<file path="src/rtl/mux2_rr_stream_arbiter.sv">
// Round-robin arbiter for two valid/ready packet streams feeding the Mux2 select path.
// Grant is held for a whole packet; winning beats land in a one-entry output register.
module mux2_rr_stream_arbiter #(
  parameter int WIDTH = 1
) (
  input  logic             clock,
  input  logic             reset,
  input  logic             io_in0_valid,
  output logic             io_in0_ready,
  input  logic [WIDTH-1:0] io_in0_bits,
  input  logic             io_in0_last,
  input  logic             io_in1_valid,
  output logic             io_in1_ready,
  input  logic [WIDTH-1:0] io_in1_bits,
  input  logic             io_in1_last,
  output logic             io_out_valid,
  input  logic             io_out_ready,
  output logic [WIDTH-1:0] io_out_bits,
  output logic             io_out_last,
  output logic             io_sel,
  output logic             io_busy
);

  typedef enum logic [1:0] {
    IDLE  = 2'd0,
    LOCK0 = 2'd1,
    LOCK1 = 2'd2
  } state_t;

  state_t           state_r, state_next_s;
  logic             prio_r, prio_next_s;
  logic             load_s, act_s, gnt_s, xfer_s, beat_last_s;
  logic [WIDTH-1:0] beat_bits_s;
  logic             out_valid_r, out_last_r, sel_r, busy_r;
  logic [WIDTH-1:0] out_bits_r;

  assign load_s = !out_valid_r || io_out_ready;

  // Pick the candidate stream: locked source, else prio, else the other valid stream.
  always_comb begin
    act_s = 1'b0;
    gnt_s = prio_r;
    case (state_r)
      IDLE: begin
        if (prio_r ? io_in1_valid : io_in0_valid) begin
          act_s = 1'b1;
          gnt_s = prio_r;
        end else if (prio_r ? io_in0_valid : io_in1_valid) begin
          act_s = 1'b1;
          gnt_s = ~prio_r;
        end else begin
          act_s = 1'b0;
          gnt_s = prio_r;
        end
      end
      LOCK0: begin
        act_s = 1'b1;
        gnt_s = 1'b0;
      end
      LOCK1: begin
        act_s = 1'b1;
        gnt_s = 1'b1;
      end
      default: begin
        act_s = 1'b0;
        gnt_s = 1'b0;
      end
    endcase
  end

  // Ready goes only to the granted stream, and only when the output stage can load.
  always_comb begin
    io_in0_ready = 1'b0;
    io_in1_ready = 1'b0;
    if (!reset && act_s && load_s) begin
      io_in0_ready = !gnt_s;
      io_in1_ready = gnt_s;
    end else begin
      io_in0_ready = 1'b0;
      io_in1_ready = 1'b0;
    end
  end

  // Beat selected from the granted stream.
  always_comb begin
    xfer_s      = 1'b0;
    beat_bits_s = io_in0_bits;
    beat_last_s = io_in0_last;
    if (gnt_s) begin
      xfer_s      = io_in1_valid && io_in1_ready;
      beat_bits_s = io_in1_bits;
      beat_last_s = io_in1_last;
    end else begin
      xfer_s      = io_in0_valid && io_in0_ready;
      beat_bits_s = io_in0_bits;
      beat_last_s = io_in0_last;
    end
  end

  // Packet lock and priority rotation; prio moves only when a packet ends.
  always_comb begin
    state_next_s = state_r;
    prio_next_s  = prio_r;
    case (state_r)
      IDLE: begin
        if (xfer_s && beat_last_s) begin
          prio_next_s = ~gnt_s;
        end else if (xfer_s) begin
          state_next_s = gnt_s ? LOCK1 : LOCK0;
        end else begin
          state_next_s = IDLE;
        end
      end
      LOCK0, LOCK1: begin
        if (xfer_s && beat_last_s) begin
          state_next_s = IDLE;
          prio_next_s  = ~gnt_s;
        end else begin
          state_next_s = state_r;
        end
      end
      default: begin
        state_next_s = IDLE;
        prio_next_s  = 1'b0;
      end
    endcase
  end

  // State, priority, busy flag and the single-entry output register.
  always_ff @(posedge clock) begin
    if (reset) begin
      state_r     <= IDLE;
      prio_r      <= 1'b0;
      busy_r      <= 1'b0;
      out_valid_r <= 1'b0;
      out_bits_r  <= {WIDTH{1'b0}};
      out_last_r  <= 1'b0;
      sel_r       <= 1'b0;
    end else begin
      state_r <= state_next_s;
      prio_r  <= prio_next_s;
      busy_r  <= (state_next_s != IDLE);
      if (xfer_s) begin
        out_valid_r <= 1'b1;
        out_bits_r  <= beat_bits_s;
        out_last_r  <= beat_last_s;
        sel_r       <= gnt_s;
      end else if (load_s) begin
        out_valid_r <= 1'b0;
      end else begin
        out_valid_r <= out_valid_r;
      end
    end
  end

  assign io_out_valid = out_valid_r;
  assign io_out_bits  = out_bits_r;
  assign io_out_last  = out_last_r;
  assign io_sel       = sel_r;
  assign io_busy      = busy_r;

endmodule
</file>
<file path="config.mk">
export PLATFORM = sky130hd
export DESIGN_NAME = mux2_rr_stream_arbiter
export DESIGN_NICKNAME = d
export VERILOG_FILES = /design/src/rtl/mux2_rr_stream_arbiter.sv
export SDC_FILE = /design/constraint.sdc
export NUM_CORES = 1
export LEC_CHECK = 0
export ABC_AREA = 1
export CAP_MARGIN = 20
export CELL_PAD_IN_SITES_DETAIL_PLACEMENT = 0
export CELL_PAD_IN_SITES_GLOBAL_PLACEMENT = 1
export CORE_UTILIZATION = 30
export CTS_CLUSTER_DIAMETER = 80
export DETAILED_ROUTE_END_ITERATION = 7
export PLACE_DENSITY_LB_ADDON = 0.1
export SETUP_SLACK_MARGIN = 0.15
export SYNTH_ARGS = -nofsm -noshare
export SYNTH_HDL_FRONTEND = slang
export SYNTH_SLANG_ARGS = --single-unit
export TNS_END_PERCENT = 20
</file>
<file path="constraint.sdc">
create_clock -name clock -period 2 [get_ports clock]
set_input_delay 0.4 -clock clock [delete_from_list [all_inputs] [get_ports clock]]
set_output_delay 0.4 -clock clock [all_outputs]
set_load 0.01 [all_outputs]
</file>
==> flow_summary.yaml <==
placed_design:
  hpwl_um: 1021
  globalplace.congestion: 0.7966
  port_buffers: 15
floorplanning:
  coreArea_um2: 1541
  ioPinCount: 16
  die_area_um2: 1875
  start_util: 0.3320
  rows: 14
  die_h_um: 43.30
  die_x_um: 43.30
detailed_routing:
  vias: 574
  ant_nets: 0
  via_per_inst: 4.484
  post_drt_wl_per_cell_um: 9.430
  drt_iter0_drc: 2
  drt_first_pass_iters: 2
  drc: 0
  wl_um: 1207
worst_setup_path:
  crit_chain: "inv_4 > ha_4 > inv_2 > a21oi_2 > inv_1 > nor2_2 > buf_2"
  slowest_stage: "dfxtp_4"
  critPathLaunchType: "register"
  critical_path_buf_inv_count: 4
  critical_path_class: "reg -> out"
  crit_fanout: 3
  path_depth: 7
  critPathRequiredTime_ps: 1600
  critPathCaptureType: "output pin"
  cp_top_family: "flip-flops"
  arrival_ps: 1410
  rr_worst_depth: 13
  max_stage_delay_ps: 360
power_and_ir_drop:
  cellLeakagePower_uw: 0.0004738
  p_total_uw: 455.2
  ir_drop_mv: 0.2446
  cellPowerDensity_nw_per_um2: 516.8
sta:
  hold_viol_final: 0
  layout_min_cycle_time_ps: 1808
  whs_ps: 451.7
  rsz0062_at_grt: "true"
  worst_slew_pin_slew_ps: 175.8
  post-route-period-util: 0.9042
  fin_skew_ps: 1.464
  finalMaxSlewViolations: 0
  max_freq_ghz: 0.5530
  setup_violations: 0
  relSlewSlack: 0.8828
synth:
  ys_seq_area_frac: 0.3130
  synth_cell_type_count: 18
  yosys_warnings: 0
  yosys.area.top_type_share: 0.3130
  ys_ff_latch: 8
  synth_cells: 73
  synth_largest_area_cell: "dfxtp_1"
  syn_avg_cell_area_um2: 7.010
  netlist_top_cells_area: "dfxtp_1 (31%), inv_1 (12%), nand2_1 (11%), ha_1 (7.3%), nand2_4 (6.6%)"
  synth-main-ff-cell: "dfxtp_1"
  syn_nets: 85
  syn_area_um2: 511.7
  synth-async-reset-ratio: 0
  synth-edff-count: 0
global_routing:
  grtUsageTotal: 0.1586
  grt_pass1_wl_um: 2180
  grt_antenna_before_repair: 0
  grt_overflow: 0
  grt_max_degree: 6
  grt_pass1_vias: 564
layout:
  n_fill_cell: 161
  final_util: 0.5714
  multi_input_area_um2: 310.3
  nets: 126
  drive_gt1_frac: 0.4286
  n_antenna_cell: 0
  register_area_um2: 165.2
  syn2layout_area_growth_pct: 72.13
clock_network:
  h-tree-depth: 1
  clock_sinks: 8
  clk_latency_ps: 260
  ctsRootBufferMaster: "clkbuf_4"
  clkSlewWorstSetupHoldPaths_ps: 50
  cts.path.max_buffers: 2
  postCtsHoldBufs: 0
  numCtsBuffers: 3
  cts_tree: "done"
worst_hold_path:
  hold_path_class: "reg -> reg"
  hold_depth: 2
run_status:
  status: "finished, final reports clean"
run:
  cap_viol_max_count: 0
## final cells by class
type	count	share of cell area
timing repair buffer	36	0.3366
inverter	17	0.07528
tap	16	0.02273
clock buffer	3	0.02557
multi-input combinational	48	0.3523
sequential	8	0.1875
## synthesized netlist by cell type, types with 2 or more instances
cell     instances
inv_1           16
nand2_1         15
dfxtp_1          8
nor2_1           6
nand3_1          5
a21oi_1          3
ha_1             3
nand2_4          3
nand2_2          2
nand3_2          2
nand4_1          2
o21ai_0          2
## registers in the layout, summed over array words and instances (netlist names)
signal	count
io_busy	1
io_out_bits	1
io_out_last	1
io_out_valid	1
io_sel	1
prio_r	1
state_r	2
## final timing paths
check,end,slack (ps),start
worst min register to register,io_out_last,450,io_out_last
worst max-delay path,io_in1_ready,190,state_r[0]
worst min-delay path,io_out_last,450,io_out_last
worst max register to register,io_busy,350,state_r[1]
## timing repair
action / 4_1_cts / 5_1_grt
pin swaps: 1 / 5
resized for setup: 16 / 11
endpoints found under the setup margin: 2 / 2
setup buffers: 0 / 1
## through the flow
step	cells	instance area (µm²)	setup TNS (ps)	setup slack, ps
after floorplan	73	511.7	0	397.2
after global placement	124	832.0	-685.5	-348.4
after detailed placement	124	832.0	-910.6	-390.9
after CTS	127	845.8	0	96.11
after global routing	128	880.8	0	82.12
final	128	880.8	0	191.5
## power breakdown
part	internal [µW]	switching [µW]
combinational	84.7	69.7
sequential	169	5.75
clock	68.8	57.2
total	323	133
## metal layers
| metal | global-route usage | wire length [µm] | part of all wire |
|---|---|---|---|
| met3 | 0.06383 | 62 | 0.051 |
| met2 | 0.2716 | 580 | 0.48 |
| met1 | 0.1692 | 544 | 0.45 |
| met4 | 0.07273 | 20 | 0.017 |
| met5 | 0 | 0 | 0 |
## cells by family after synthesis
group                      count (synthesis)  synth area share
AOI/OAI and AO/OA                          9            0.1100
adders and majority gates                  3           0.07336
buffers and inverters                     17            0.1247
DFF                                        8            0.3130
and+or+nand+nor                           36            0.3789
## worst register-to-register path: stages, from the launching register on
cell     delay, ps
dfxtp_2        330
buf_4          140
ha_1           190
inv_2           90
nand2_4         60
buf_4          140
nand2_1         50
nand2_1         70
inv_1          130
nand2_4         90
nand2_2         60
nand3_1         70
nand2_1         80
nand2_1         60
## cell usage in the layout (no fill, tap or decap), types with 2 or more instances in the layout
cell	count
buf_4	21
nand4_1	2
clkbuf_4	3
buf_2	2
inv_2	4
clkdlybuf4s50_1	9
nand2_4	3
nand3_1	5
nor2_1	5
dfxtp_1	6
nand2_2	4
dlygate4sd2_1	3
a21oi_1	3
nand3_2	2
inv_1	12
nand2_1	13
No activity file was read; power rests on OpenSTA's default activity.
